## config.mk

```make
export PLATFORM = sky130hd
export DESIGN_NAME = fifo_rd_stream_adapter
export DESIGN_NICKNAME = d
export VERILOG_FILES = /design/src/rtl/fifo_rd_stream_adapter.sv
export SDC_FILE = /design/constraint.sdc
export NUM_CORES = 1
export LEC_CHECK = 0
export ABC_CLOCK_PERIOD_IN_PS = 1900
export BUFFER_PORTS_ARGS = -buffer_cell sky130_fd_sc_hd__buf_4
export CORE_ASPECT_RATIO = 1.25
export CORE_MARGIN = 2
export CORE_UTILIZATION = 40
export DETAILED_ROUTE_END_ITERATION = 10
export PLACE_DENSITY = 0.71
export REMOVE_ABC_BUFFERS = 1
export SYNTH_ARGS = -nofsm -noshare
export SYNTH_HDL_FRONTEND = slang
export SYNTH_SLANG_ARGS = --single-unit
export TNS_END_PERCENT = 10
```

## constraint.sdc

```tcl
create_clock -name rclk -period 1.9 [get_ports rclk]
set_input_delay 0.475 -clock rclk [delete_from_list [all_inputs] [get_ports rclk]]
set_output_delay 0.475 -clock rclk [all_outputs]
set_load 0.02 [all_outputs]
```

## src/rtl/fifo_rd_stream_adapter.sv

```systemverilog
// Drains an async FIFO read port into a registered valid/ready stream through a
// 2-entry buffer, and marks every BEAT_COUNT-th accepted beat with m_last.
module fifo_rd_stream_adapter #(
    parameter int WIDTH      = 8,
    parameter int BEAT_COUNT = 4
) (
    input  logic             rclk,
    input  logic             rst,
    input  logic             fifo_empty,
    input  logic [WIDTH-1:0] fifo_dout,
    output logic             fifo_pop,
    output logic             m_valid,
    input  logic             m_ready,
    output logic [WIDTH-1:0] m_data,
    output logic             m_last,
    output logic [1:0]       buf_cnt,
    output logic             frame_done
);

    localparam int CNT_W = $clog2(BEAT_COUNT) + 1;
    localparam logic [CNT_W-1:0] LAST_BEAT = CNT_W'(BEAT_COUNT - 1);

    logic [WIDTH-1:0] slot0_q, slot0_d;
    logic [WIDTH-1:0] slot1_q, slot1_d;
    logic [1:0]       cnt_q, cnt_d;
    logic [CNT_W-1:0] beat_q, beat_d;
    logic             done_q, done_d;
    logic             pop_s;
    logic             acc_s;
    logic             last_s;

    // Pop depends only on registered occupancy, so m_ready never reaches fifo_pop.
    assign pop_s  = ~rst & ~fifo_empty & (cnt_q != 2'd2);
    assign acc_s  = (cnt_q != 2'd0) & m_ready;
    assign last_s = (beat_q == LAST_BEAT) & (cnt_q != 2'd0);

    assign fifo_pop   = pop_s;
    assign m_valid    = (cnt_q != 2'd0);
    assign m_data     = slot0_q;
    assign m_last     = last_s;
    assign buf_cnt    = cnt_q;
    assign frame_done = done_q;

    // Buffer occupancy, slot steering and frame beat counting.
    always_comb begin
        slot0_d = slot0_q;
        slot1_d = slot1_q;
        beat_d  = beat_q;
        done_d  = 1'b0;
        cnt_d   = cnt_q + {1'b0, pop_s} - {1'b0, acc_s};

        case (cnt_q)
            2'd0: begin
                if (pop_s) begin
                    slot0_d = fifo_dout;
                end else begin
                    slot0_d = slot0_q;
                end
            end
            2'd1: begin
                // Head leaving while a new word arrives: the new word becomes head.
                if (pop_s && acc_s) begin
                    slot0_d = fifo_dout;
                end else if (pop_s) begin
                    slot1_d = fifo_dout;
                end else begin
                    slot0_d = slot0_q;
                end
            end
            2'd2: begin
                if (acc_s) begin
                    slot0_d = slot1_q;
                end else begin
                    slot0_d = slot0_q;
                end
            end
            default: begin
                slot0_d = slot0_q;
            end
        endcase

        if (acc_s) begin
            if (last_s) begin
                beat_d = '0;
                done_d = 1'b1;
            end else begin
                beat_d = beat_q + CNT_W'(1);
            end
        end else begin
            beat_d = beat_q;
        end
    end

    // State registers; an async reset discards the buffer and any partial frame.
    always_ff @(posedge rclk or posedge rst) begin
        if (rst) begin
            slot0_q <= '0;
            slot1_q <= '0;
            cnt_q   <= 2'd0;
            beat_q  <= '0;
            done_q  <= 1'b0;
        end else begin
            slot0_q <= slot0_d;
            slot1_q <= slot1_d;
            cnt_q   <= cnt_d;
            beat_q  <= beat_d;
            done_q  <= done_d;
        end
    end

endmodule
```

==> metrics.txt, run 1 <==
# TYPE chip_impl_metric gauge
chip_impl_info{name="run_status",value="finished, final reports clean"} 1
chip_impl_metric{name="place.detailed.instances",unit=""} 139
chip_impl_metric{name="post_drt_via_cell_ratio",unit=""} 5.042
chip_impl_metric{name="reg_clk_slew_reported_paths",unit="ns"} 0.11
chip_impl_metric{name="route.detailed.drc",unit=""} 0
chip_impl_metric{name="synth_cells",unit=""} 80
chip_impl_metric{name="max_clock_freq",unit="MHz"} 554.2
chip_impl_metric{name="vias_in_the_first_global_route",unit=""} 736
chip_impl_metric{name="yosys_warnings",unit=""} 0
chip_impl_metric{name="vias",unit=""} 716
chip_impl_info{name="worstSetupEndpointType",value="primary output"} 1
chip_impl_info{name="setup_crit_start_kind",value="register"} 1
chip_impl_metric{name="drv_slew",unit=""} 0
chip_impl_metric{name="floorplan.initialDensity",unit="%"} 42.53
chip_impl_metric{name="clk-insertion-delay-late",unit="ns"} 0.30
chip_impl_metric{name="chipWidth",unit="um"} 49.90
chip_impl_metric{name="max_cap_viol_count",unit=""} 0
chip_impl_metric{name="synth-seq-area-share",unit="%"} 52.26
chip_impl_metric{name="timing.final.crit_period",unit="ns"} 1.805
chip_impl_metric{name="yosys_register_bits",unit=""} 22
chip_impl_metric{name="critical_path_peak_fanout",unit=""} 8
chip_impl_metric{name="fin_ws",unit="ns"} 0.09548
chip_impl_metric{name="power_density",unit="nW/um^2"} 1362
chip_impl_metric{name="clock_path_buffers",unit=""} 2
chip_impl_metric{name="critical-path-max-stage-delay",unit="ns"} 0.47
chip_impl_metric{name="fin_tns_setup",unit="ns"} 0
chip_impl_metric{name="fp.coreArea",unit="um^2"} 2477
chip_impl_metric{name="slew_margin_rel",unit="%"} 70.91
chip_impl_metric{name="wire_length_of_the_first_global_routing_pass",unit="um"} 3291
chip_impl_metric{name="drive_above_1_share",unit="%"} 55.96
chip_impl_metric{name="cts.sinks",unit=""} 22
chip_impl_metric{name="final_hold_viol_count",unit=""} 0
chip_impl_metric{name="synth.lib_cells_used.distinct",unit=""} 23
chip_impl_metric{name="area_delta_synth_final",unit="%"} 24.47
chip_impl_info{name="clock_tree_root",value="sky130_fd_sc_hd__clkbuf_4"} 1
chip_impl_metric{name="gp_congestion",unit=""} 0.7462
chip_impl_metric{name="pin_count_of_the_biggest_net_entering_global_routing",unit=""} 13
chip_impl_metric{name="portBuffers",unit=""} 25
chip_impl_metric{name="setup-violations-final",unit=""} 0
chip_impl_info{name="timing.hold.worst.class",value="in -> async"} 1
chip_impl_metric{name="postSynthAreaPerCell",unit="um^2"} 13.17
chip_impl_metric{name="layout_worst_path_cycle_share",unit="%"} 94.97
chip_impl_metric{name="synth-edff-count",unit=""} 0
chip_impl_info{name="cts_tree",value="done"} 1
chip_impl_metric{name="detail_route.iter0.violations",unit=""} 13
chip_impl_info{name="worst-setup-path-type",value="reg -> out"} 1
chip_impl_metric{name="syn_area",unit="um^2"} 1054
chip_impl_info{name="yosys-top-cells-count",value="22 x sky130_fd_sc_hd__dfrtp_1, 16 x sky130_fd_sc_hd__mux2_2, 8 x sky130_fd_sc_hd__mux2_4"} 1
chip_impl_info{name="crit_path_top_delay_cell",value="sky130_fd_sc_hd__dfrtp_2"} 1
chip_impl_info{name="synthTopCellsByArea",value="sky130_fd_sc_hd__dfrtp_1 52%, sky130_fd_sc_hd__mux2_2 17%, sky130_fd_sc_hd__mux2_4 11%"} 1
chip_impl_metric{name="number_of_antenna_violations_at_the_first_check_in_global_routing",unit=""} 0
chip_impl_metric{name="number_of_buffer_and_inverter_instances_along_the_worst_setup_path",unit=""} 1
chip_impl_metric{name="power.static_leakage",unit="uW"} 0.0006208
chip_impl_metric{name="preCtsSetupSlack",unit="ns"} 0.1635
chip_impl_metric{name="drt_pass1_iterations",unit=""} 4
chip_impl_metric{name="finish.utilization",unit="%"} 52.93
chip_impl_metric{name="grt-ovfl-total",unit=""} 0
chip_impl_metric{name="route.final.wire_length",unit="um"} 1913
chip_impl_metric{name="max_slew.worst_pin.slew",unit="ns"} 0.4319
chip_impl_metric{name="async_s_r_ff_share_synth",unit="%"} 100.0
chip_impl_metric{name="routed_antenna_nets",unit=""} 0
chip_impl_info{name="setup_repair_after_global_routing_missed_its_margin",value="false"} 1
chip_impl_metric{name="fin_worst_skew",unit="ns"} 0.002987
chip_impl_metric{name="die_height",unit="um"} 61.38
chip_impl_metric{name="floorplan.rows",unit=""} 20
chip_impl_metric{name="dieArea",unit="um^2"} 3063
chip_impl_metric{name="design.final.nets",unit=""} 124
chip_impl_metric{name="layoutNonFillerInstCount",unit=""} 142
chip_impl_metric{name="cts_hold_buf",unit=""} 0
chip_impl_metric{name="numCtsBuffers",unit=""} 3
chip_impl_info{name="critPathTopFamily",value="flip-flops"} 1
chip_impl_metric{name="post_cts.repair.setup_buffers",unit=""} 0
chip_impl_metric{name="drt-wirelength-per-cell",unit="um"} 13.47
chip_impl_metric{name="boundary_pin_count",unit=""} 26
chip_impl_metric{name="critPathRequiredTime",unit="ns"} 1.42
chip_impl_info{name="ys.flop_type",value="sky130_fd_sc_hd__dfrtp_1"} 1
chip_impl_metric{name="dp_hpwl",unit="um"} 1496
chip_impl_metric{name="power.ir.vdd_worst",unit="uV"} 659.7
chip_impl_metric{name="total_inserted_antenna_cells",unit=""} 0
chip_impl_metric{name="post-synth-top-area-fraction",unit="%"} 52.26
chip_impl_info{name="synth_most_common_cell",value="sky130_fd_sc_hd__dfrtp_1"} 1
chip_impl_metric{name="worst_ep_arrival_time",unit="ns"} 1.33
chip_impl_metric{name="global_route_usage_sum",unit="%"} 14.53
chip_impl_info{name="post_synth_top_area_cell",value="sky130_fd_sc_hd__dfrtp_1"} 1
chip_impl_metric{name="cts_max_level",unit=""} 1
chip_impl_info{name="timing.critical_path.cells",value="or2_4, nor2b_1, buf_4"} 1
-- where the power goes --
| part | internal [uW] | leakage, uW | switching (uW) |
|---|---|---|---|
| Sequential | 675 | 0.000267 | 129 |
| Clock | 73.9 | 0.0000138 | 128 |
| Combinational | 434 | 0.000340 | 348 |
| Total | 1180 | 0.000621 | 604 |
-- state kept, by name (all words and copies together), names as in the netlist --
| register | cells |
|---|---|
| m_data | 8 |
| slot1_q | 8 |
| beat_q | 3 |
| buf_cnt | 2 |
| frame_done | 1 |
-- what timing repair did --
action,4_1_cts,5_1_grt
gates resized for setup,0,3
setup endpoints to repair,0,2
endpoints found under the hold margin,0,0
-- layout make-up --
cell class / count / area [um^2]
multi-input cells: 53 / 470.5
clock buffers: 3 / 22.52
repair buffers: 29 / 217.7
fillers: 215 / 1166
flip-flops and latches: 22 / 551.8
well taps: 33 / 41.29
inverters: 2 / 7.507
-- layout by cell type, fill, tap and decap left out, types with 2 or more instances in the layout --
master	netlist	layout
sky130_fd_sc_hd__mux2_2	16	16
sky130_fd_sc_hd__nor3_1	3	3
sky130_fd_sc_hd__o21ai_0	4	4
sky130_fd_sc_hd__inv_1	2	2
sky130_fd_sc_hd__nand2_1	4	4
sky130_fd_sc_hd__clkbuf_4	0	3
sky130_fd_sc_hd__mux2_4	8	8
sky130_fd_sc_hd__buf_4	1	29
sky130_fd_sc_hd__nor2_1	3	3
sky130_fd_sc_hd__a21oi_1	2	2
sky130_fd_sc_hd__dfrtp_1	22	21
-- cell families after synthesis --
kind of cell,synth area share [%]
mux,28.50
flops,52.26
simple gates,9.620
compound gates,4.870
buf+inv,3.563
fa+ha+maj,1.187
-- stage by stage --
stage	cell area [um^2]	total power, uW	hold slack [ns]
2_1_floorplan	1023	1286	0.4538
3_3_place_gp	1282	1559	0.4708
3_5_place_dp	1282	1596	0.4903
4_1_cts	1305	1800	0.1875
5_1_grt	1311	1904	0.2121
6_report	1311	1787	0.1827
-- layer usage --
layer | vias to the layer above | global-route usage (%) | part of all wire, %
met5 | - | 0 | 0
met4 | 0 | 6.746 | 1.3
met3 | 4 | 3.155 | 4.7
met2 | 21 | 25.33 | 50
met1 | 348 | 17.43 | 43
li1 | 343 | - | -
-- worst reg2reg max path, stage by stage (launching register included) --
cell and delay [ns]:
sky130_fd_sc_hd__dfrtp_2 0.47, sky130_fd_sc_hd__nor4_1 0.42, sky130_fd_sc_hd__a211o_1 0.15, sky130_fd_sc_hd__buf_4 0.20, sky130_fd_sc_hd__mux2_4 0.32
-- final timing paths --
kind                                  from         end  slack (ns)  depth (start not counted)
worst max-delay path            buf_cnt[0]      m_last         0.1                          3
worst min-delay path                   rst   beat_q[1]        0.18                          2
worst max register to register  buf_cnt[0]   m_data[4]        0.24                          4
worst min register to register   beat_q[0]   beat_q[0]        0.51                          1
max in group asynchronous              rst  buf_cnt[0]        1.21                          3
min in group rclk                  m_ready  buf_cnt[1]        0.41                          2
No activity file was read; power rests on OpenSTA's default activity.
==> inputs of run 2 (changes only) <==
--- a/config.mk
+++ b/config.mk
@@ -9,9 +9,9 @@
 export BUFFER_PORTS_ARGS = -buffer_cell sky130_fd_sc_hd__buf_4
 export CORE_ASPECT_RATIO = 1.25
 export CORE_MARGIN = 2
-export CORE_UTILIZATION = 40
+export CORE_UTILIZATION = 25
 export DETAILED_ROUTE_END_ITERATION = 10
-export PLACE_DENSITY = 0.71
+export PLACE_DENSITY = 0.52
 export REMOVE_ABC_BUFFERS = 1
 export SYNTH_ARGS = -nofsm -noshare
 export SYNTH_HDL_FRONTEND = slang
==> run 2 against run 1 <==
Sequential share of layout area decreased by 2.5 points. Critical path depth grew 1. Count of clock-buffer cells in the layout increased by 1. Sequential cell count unchanged. Largest cell class unchanged. Global-route usage decreased by 5.4 points. Cell count is 18% higher.
==> metrics.txt, run 2 (same netlist as run 1, synthesis figures left out) <==
# TYPE chip_impl_metric gauge
chip_impl_info{name="run_status",value="finished, final reports clean"} 1
chip_impl_metric{name="die_height",unit="um"} 76.58
chip_impl_metric{name="slew_margin_rel",unit="%"} 74.39
chip_impl_metric{name="gp_congestion",unit=""} 0.7578
chip_impl_metric{name="rr_worst_depth",unit=""} 5
chip_impl_metric{name="cts_max_level",unit=""} 1
chip_impl_metric{name="clock_path_buffers",unit=""} 2
chip_impl_metric{name="fillerInstances",unit=""} 418
chip_impl_metric{name="switching_share",unit="%"} 32.08
chip_impl_metric{name="fin_tns_setup",unit="ns"} 0
chip_impl_metric{name="worst_ep_arrival_time",unit="ns"} 1.34
chip_impl_metric{name="area_delta_synth_final",unit="%"} 32.07
chip_impl_info{name="final_common_cell",value="sky130_fd_sc_hd__buf_4"} 1
chip_impl_metric{name="dieArea",unit="um^2"} 4753
chip_impl_info{name="setup_crit_start_kind",value="register"} 1
chip_impl_metric{name="reg_clk_slew_reported_paths",unit="ns"} 0.08
chip_impl_metric{name="number_of_antenna_violations_at_the_first_check_in_global_routing",unit=""} 0
chip_impl_metric{name="post_drt_via_cell_ratio",unit=""} 4.287
chip_impl_metric{name="power.static_leakage",unit="uW"} 0.0006456
chip_impl_metric{name="grt-ovfl-total",unit=""} 0
chip_impl_metric{name="fin_worst_skew",unit="ns"} 0.001534
chip_impl_metric{name="floorplan.initialDensity",unit="%"} 25.91
chip_impl_metric{name="multi_input_comb_area",unit="um^2"} 470.5
chip_impl_metric{name="portBuffers",unit=""} 25
chip_impl_metric{name="drt_pass1_iterations",unit=""} 4
chip_impl_info{name="clock_tree_root",value="sky130_fd_sc_hd__clkbuf_8"} 1
chip_impl_metric{name="layout.area.seq",unit="um^2"} 550.5
chip_impl_metric{name="numCtsBuffers",unit=""} 3
chip_impl_metric{name="clk-insertion-delay-late",unit="ns"} 0.26
chip_impl_info{name="timing.hold.worst.class",value="in -> async"} 1
chip_impl_metric{name="fp.coreArea",unit="um^2"} 4066
chip_impl_metric{name="route.detailed.drc",unit=""} 0
chip_impl_info{name="crit_path_top_delay_cell",value="sky130_fd_sc_hd__dfrtp_1"} 1
chip_impl_metric{name="finish.utilization",unit="%"} 34.22
chip_impl_metric{name="p_comb_share",unit="%"} 41.7
chip_impl_metric{name="number_of_buffer_and_inverter_instances_along_the_worst_setup_path",unit=""} 2
chip_impl_metric{name="dpl-instance-area",unit="um^2"} 1331
chip_impl_metric{name="drt-wirelength-per-cell",unit="um"} 12.35
chip_impl_metric{name="vias_in_the_first_global_route",unit=""} 704
chip_impl_metric{name="max_cap_viol_count",unit=""} 0
chip_impl_metric{name="design.final.nets",unit=""} 125
chip_impl_metric{name="route.final.wire_length",unit="um"} 2062
chip_impl_metric{name="final_hold_viol_count",unit=""} 0
chip_impl_metric{name="pin_count_of_the_biggest_net_entering_global_routing",unit=""} 23
chip_impl_info{name="timing.critical_path.cells",value="buf_4, or2_4, nor2b_1, buf_4"} 1
chip_impl_metric{name="preCtsSetupSlack",unit="ns"} 0.1550
chip_impl_metric{name="power_frac_seq",unit="%"} 41.1
chip_impl_info{name="layout.cells.most_common_list",value="29 x sky130_fd_sc_hd__buf_4, 22 x sky130_fd_sc_hd__dfrtp_1, 16 x sky130_fd_sc_hd__mux2_2"} 1
chip_impl_metric{name="power.share.clock",unit="%"} 17.2
chip_impl_metric{name="boundary_pin_count",unit=""} 26
chip_impl_info{name="cts_tree",value="done"} 1
chip_impl_metric{name="power_density",unit="nW/um^2"} 1386
chip_impl_metric{name="post_route_design_area",unit="um^2"} 1391
chip_impl_metric{name="vias",unit=""} 716
chip_impl_metric{name="reg2reg_setup_slack",unit="ns"} 0.25
chip_impl_metric{name="chipWidth",unit="um"} 62.06
chip_impl_metric{name="routed_antenna_nets",unit=""} 0
chip_impl_metric{name="critical_path_peak_fanout",unit=""} 6
chip_impl_metric{name="cell_internal_power_dissipation",unit="uW"} 1310
chip_impl_info{name="worst_r2r_endpoint",value="m_data[5]"} 1
chip_impl_metric{name="critPathRequiredTime",unit="ns"} 1.42
chip_impl_metric{name="floorplan.rows",unit=""} 26
chip_impl_metric{name="post_cts.repair.setup_buffers",unit=""} 0
chip_impl_metric{name="detail_route.iter0.violations",unit=""} 27
chip_impl_metric{name="setup-violations-final",unit=""} 0
chip_impl_info{name="worstSetupEndpointType",value="primary output"} 1
chip_impl_metric{name="fin_ws",unit="ns"} 0.08370
chip_impl_metric{name="drive_above_1_share",unit="%"} 55.86
chip_impl_info{name="critical-path-top-cell-by-count",value="sky130_fd_sc_hd__buf_4"} 1
chip_impl_metric{name="global_route_usage_sum",unit="%"} 9.085
chip_impl_metric{name="cts.sinks",unit=""} 22
chip_impl_metric{name="p_total",unit="uW"} 1928
chip_impl_metric{name="total_inserted_antenna_cells",unit=""} 0
chip_impl_info{name="timing.rr.start",value="buf_cnt[1]"} 1
chip_impl_info{name="worst-setup-path-type",value="reg -> out"} 1
chip_impl_metric{name="layout_worst_path_cycle_share",unit="%"} 95.59
chip_impl_metric{name="drv_slew",unit=""} 0
chip_impl_info{name="setup_repair_after_global_routing_missed_its_margin",value="false"} 1
chip_impl_metric{name="dp_hpwl",unit="um"} 1531
chip_impl_metric{name="wire_length_of_the_first_global_routing_pass",unit="um"} 3256
chip_impl_metric{name="power.net_switching",unit="uW"} 618.6
chip_impl_metric{name="max_slew.worst_pin.slew",unit="ns"} 0.3802
chip_impl_info{name="critPathTopFamily",value="flip-flops"} 1
chip_impl_metric{name="power.ir.vdd_worst",unit="uV"} 407.2
chip_impl_metric{name="max_clock_freq",unit="MHz"} 550.6
chip_impl_metric{name="critical-path-max-stage-delay",unit="ns"} 0.41
chip_impl_metric{name="timing.final.crit_period",unit="ns"} 1.816
## run 2: changes by cell type in the layout (fill, tap and decap cells not counted)
| cell | change |
|---|---|
| sky130_fd_sc_hd__dfrtp_2 | -1 |
| sky130_fd_sc_hd__buf_12 | +1 |
| sky130_fd_sc_hd__clkbuf_8 | +4 |
| sky130_fd_sc_hd__dfrtp_1 | +1 |
| sky130_fd_sc_hd__clkbuf_4 | -3 |
## run 2: how the worst max path moves through the flow
stage / start / to / slack (ns) / cells past startpoint
final: buf_cnt[1] / m_last / 0.08 / 4
after global routing: buf_cnt[1] / m_last / 0.04 / 4
after CTS: buf_cnt[1] / m_last / 0.005 / 4
after detailed placement: buf_cnt[0] / m_data[4] / 0.16 / 4
after global placement: fifo_empty / m_data[4] / 0.21 / 5
after floorplan: buf_cnt[1] / m_data[0] / -0.12 / 3
## run 2: area by class of cell
type                       instances  area share (%)
sequential                        22           39.57
multi-input combinational         53           33.81
timing repair buffer              30           17.09
tap                               56           5.036
clock buffer                       4           3.957
inverter                           2          0.5396
## run 2: tightest hold or removal path, stage by stage
cell and delay (ns):
sky130_fd_sc_hd__buf_4 0.14, sky130_fd_sc_hd__inv_1 0.05, sky130_fd_sc_hd__buf_4 0.28
## run 2: per-layer routing
layer / GRT usage, % / routed length (um)
met3: 2.037 / 100
met4: 3.191 / 14
met1: 11.89 / 964
met5: 0 / 0
met2: 14.27 / 981
## run 2: what timing repair did
item                       in CTS  in global routing
hold buffers                    0                  0
resized for setup               0                  2
setup endpoints to repair       0                  2
## run 2: power by group through the flow
| stage | Combinational, uW | Sequential (uW) | Clock (uW) |
|---|---|---|---|
| 2_1_floorplan | 386 | 900 | 0 |
| 3_3_place_gp | 793 | 792 | 0 |
| 3_5_place_dp | 812 | 798 | 0 |
| 4_1_cts | 812 | 793 | 347 |
| 5_1_grt | 872 | 818 | 367 |
| 6_report | 804 | 792 | 332 |
## run 2: per-stage QoR
stage	hold WS [ns]	instances
finish	0.2900	167
global route	0.3083	167
CTS	0.2952	167
detailed placement	0.4771	163
global placement	0.4734	163
floorplan	0.4538	77
==> inputs of run 3 (changes only) <==
--- a/config.mk
+++ b/config.mk
@@ -8,7 +8,7 @@
 export ABC_CLOCK_PERIOD_IN_PS = 1900
 export BUFFER_PORTS_ARGS = -buffer_cell sky130_fd_sc_hd__buf_4
 export CORE_ASPECT_RATIO = 1.25
-export CORE_MARGIN = 2
+export CORE_MARGIN = 5
 export CORE_UTILIZATION = 25
 export DETAILED_ROUTE_END_ITERATION = 10
 export PLACE_DENSITY = 0.52
==> run 3 against run 2 <==
Combinational power hardly changed. Sequential cell count stayed put. Global-route usage is 0.63 points lower. Count of clock-buffer cells in the layout is 1 lower. Critical path depth unchanged. Cell count unchanged. Via count is the same. Die area up 18%. Largest cell class unchanged. Non-clock buffer count unchanged.
==> metrics.txt, run 3 (same netlist as run 1, synthesis figures left out) <==
# TYPE chip_impl_metric gauge
chip_impl_info{name="worst_r2r_endpoint",value="m_data[5]"} 1
chip_impl_metric{name="timing.final.crit_period",unit="ns"} 1.789
chip_impl_metric{name="routed_antenna_nets",unit=""} 0
chip_impl_metric{name="wire_length_of_the_first_global_routing_pass",unit="um"} 3553
chip_impl_info{name="worst-setup-path-type",value="reg -> out"} 1
chip_impl_metric{name="p_total",unit="uW"} 2029
chip_impl_metric{name="fin_ws",unit="ns"} 0.1114
chip_impl_metric{name="slew_margin_rel",unit="%"} 73.12
chip_impl_metric{name="post_drt_via_cell_ratio",unit=""} 4.287
chip_impl_metric{name="power_density",unit="nW/um^2"} 1442
chip_impl_info{name="worstSetupEndpointType",value="primary output"} 1
chip_impl_metric{name="worst_ep_arrival_time",unit="ns"} 1.31
chip_impl_metric{name="max_clock_freq",unit="MHz"} 559.1
chip_impl_metric{name="vias",unit=""} 716
chip_impl_metric{name="detail_route.iter0.violations",unit=""} 30
chip_impl_metric{name="fp.coreArea",unit="um^2"} 4099
chip_impl_metric{name="drt-wirelength-per-cell",unit="um"} 12.76
chip_impl_metric{name="total_inserted_antenna_cells",unit=""} 0
chip_impl_metric{name="power.static_leakage",unit="uW"} 0.0006526
chip_impl_info{name="setup_repair_after_global_routing_missed_its_margin",value="false"} 1
chip_impl_metric{name="max_cap_viol_count",unit=""} 0
chip_impl_info{name="timing.hold.worst.class",value="in -> async"} 1
chip_impl_metric{name="clock_path_buffers",unit=""} 2
chip_impl_info{name="cts_tree",value="done"} 1
chip_impl_metric{name="max_slew.worst_pin.slew",unit="ns"} 0.3990
chip_impl_info{name="critical-path-top-cell-by-count",value="sky130_fd_sc_hd__buf_4"} 1
chip_impl_info{name="critPathTopFamily",value="flip-flops"} 1
chip_impl_metric{name="setup-violations-final",unit=""} 0
chip_impl_metric{name="dieArea",unit="um^2"} 5620
chip_impl_metric{name="power.ir.vdd_worst",unit="uV"} 384.1
chip_impl_info{name="clock_tree_root",value="sky130_fd_sc_hd__clkbuf_8"} 1
chip_impl_metric{name="critPathRequiredTime",unit="ns"} 1.42
chip_impl_info{name="timing.critical_path.cells",value="buf_4, or2_4, nor2b_1, buf_4"} 1
chip_impl_metric{name="reg2reg_setup_slack",unit="ns"} 0.25
chip_impl_metric{name="number_of_antenna_violations_at_the_first_check_in_global_routing",unit=""} 0
chip_impl_metric{name="route.detailed.drc",unit=""} 0
chip_impl_metric{name="drv_slew",unit=""} 0
chip_impl_metric{name="area_delta_synth_final",unit="%"} 33.61
chip_impl_metric{name="holdWs",unit="ns"} 0.1064
chip_impl_metric{name="pin_count_of_the_biggest_net_entering_global_routing",unit=""} 21
chip_impl_metric{name="vias_in_the_first_global_route",unit=""} 754
chip_impl_metric{name="number_of_buffer_and_inverter_instances_along_the_worst_setup_path",unit=""} 2
chip_impl_metric{name="global_route_usage_sum",unit="%"} 8.452
chip_impl_info{name="final_common_cell",value="sky130_fd_sc_hd__buf_4"} 1
chip_impl_metric{name="drt_pass1_iterations",unit=""} 2
chip_impl_metric{name="floorplan.rows",unit=""} 26
chip_impl_metric{name="critical-path-max-stage-delay",unit="ns"} 0.38
chip_impl_metric{name="cts_max_level",unit=""} 1
chip_impl_metric{name="numCtsBuffers",unit=""} 3
chip_impl_metric{name="portBuffers",unit=""} 25
chip_impl_metric{name="grt-ovfl-total",unit=""} 0
chip_impl_metric{name="preCtsSetupSlack",unit="ns"} 0.1853
chip_impl_info{name="layout.cells.most_common_list",value="29 x sky130_fd_sc_hd__buf_4, 22 x sky130_fd_sc_hd__dfrtp_1, 16 x sky130_fd_sc_hd__mux2_2"} 1
chip_impl_metric{name="boundary_pin_count",unit=""} 26
chip_impl_metric{name="reg_clk_slew_reported_paths",unit="ns"} 0.08
chip_impl_metric{name="drive_above_1_share",unit="%"} 55.86
chip_impl_metric{name="fin_worst_skew",unit="ns"} 0.003062
chip_impl_metric{name="floorplan.initialDensity",unit="%"} 25.70
chip_impl_metric{name="rr_worst_depth",unit=""} 5
chip_impl_metric{name="critical_path_peak_fanout",unit=""} 7
chip_impl_metric{name="dp_hpwl",unit="um"} 1628
chip_impl_info{name="crit_path_top_delay_cell",value="sky130_fd_sc_hd__dfrtp_1"} 1
chip_impl_metric{name="clk-insertion-delay-late",unit="ns"} 0.26
chip_impl_metric{name="route.final.wire_length",unit="um"} 2131
chip_impl_info{name="timing.rr.start",value="buf_cnt[1]"} 1
chip_impl_metric{name="layoutNonFillerInstCount",unit=""} 167
chip_impl_metric{name="gp_congestion",unit=""} 0.6558
chip_impl_metric{name="fin_tns_setup",unit="ns"} 0
chip_impl_metric{name="final_hold_viol_count",unit=""} 0
chip_impl_info{name="run_status",value="finished, final reports clean"} 1
chip_impl_metric{name="chipWidth",unit="um"} 68.06
chip_impl_metric{name="design.final.nets",unit=""} 125
chip_impl_info{name="critPathLaunch",value="buf_cnt[1]"} 1
chip_impl_metric{name="layout_worst_path_cycle_share",unit="%"} 94.14
chip_impl_metric{name="cts_hold_buf",unit=""} 0
chip_impl_metric{name="die_height",unit="um"} 82.58
chip_impl_metric{name="place.detailed.instances",unit=""} 163
chip_impl_info{name="setup_crit_start_kind",value="register"} 1
chip_impl_metric{name="cts.sinks",unit=""} 22
-- run 3: cell type report --
class / count / area (um^2)
fill: 455 / 2691
tap: 56 / 70.07
multi-input combinational: 53 / 470.5
clock buffer: 3 / 41.29
inverter: 2 / 7.507
timing repair buffer: 30 / 237.7
sequential: 22 / 550.5
clock inverter: 1 / 30.03
-- run 3: worst max path at each step --
stage,to,cells after the start,slack (ns)
global placement,m_data[3],4,0.19
CTS,m_last,4,0.02
floorplan,m_data[0],3,-0.12
finish,m_last,4,0.11
detailed placement,m_data[5],4,0.19
global route,m_last,4,0.05
-- run 3: through the flow --
step | utilization, % | instance area [um^2]
after floorplan | - | 1023
after global placement | 32.48 | 1331
after detailed placement | 32.48 | 1331
after CTS | 34.22 | 1403
after global routing | 34.34 | 1408
final | 34.34 | 1408
-- run 3: layer usage --
| metal | routed length (um) | track usage (%) | vias up |
|---|---|---|---|
| met4 | 24 | 3.579 | 0 |
| met1 | 892 | 10.27 | 347 |
| met5 | 0 | 0 | - |
| met2 | 1085 | 13.98 | 20 |
| li1 | - | - | 345 |
| met3 | 128 | 2.165 | 4 |
-- run 3: what timing repair did --
item / 4_1_cts / 5_1_grt
endpoints found under the setup margin: 0 / 2
setup buffers: 0 / 0
gates resized for setup: 0 / 2
-- run 3: worst register-to-register path: cells and delay by family, from the launching register on --
| family | cells | cell delay [ns] |
|---|---|---|
| buf+inv | 2 | 0.31 |
| flops | 1 | 0.38 |
| mux | 1 | 0.30 |
| compound gates | 1 | 0.20 |
| simple gates | 1 | 0.36 |
-- run 3: where the power goes --
| group | internal (uW) | switching, uW |
|---|---|---|
| sequential | 675 | 120 |
| combinational | 449 | 355 |
| clock | 281 | 148 |
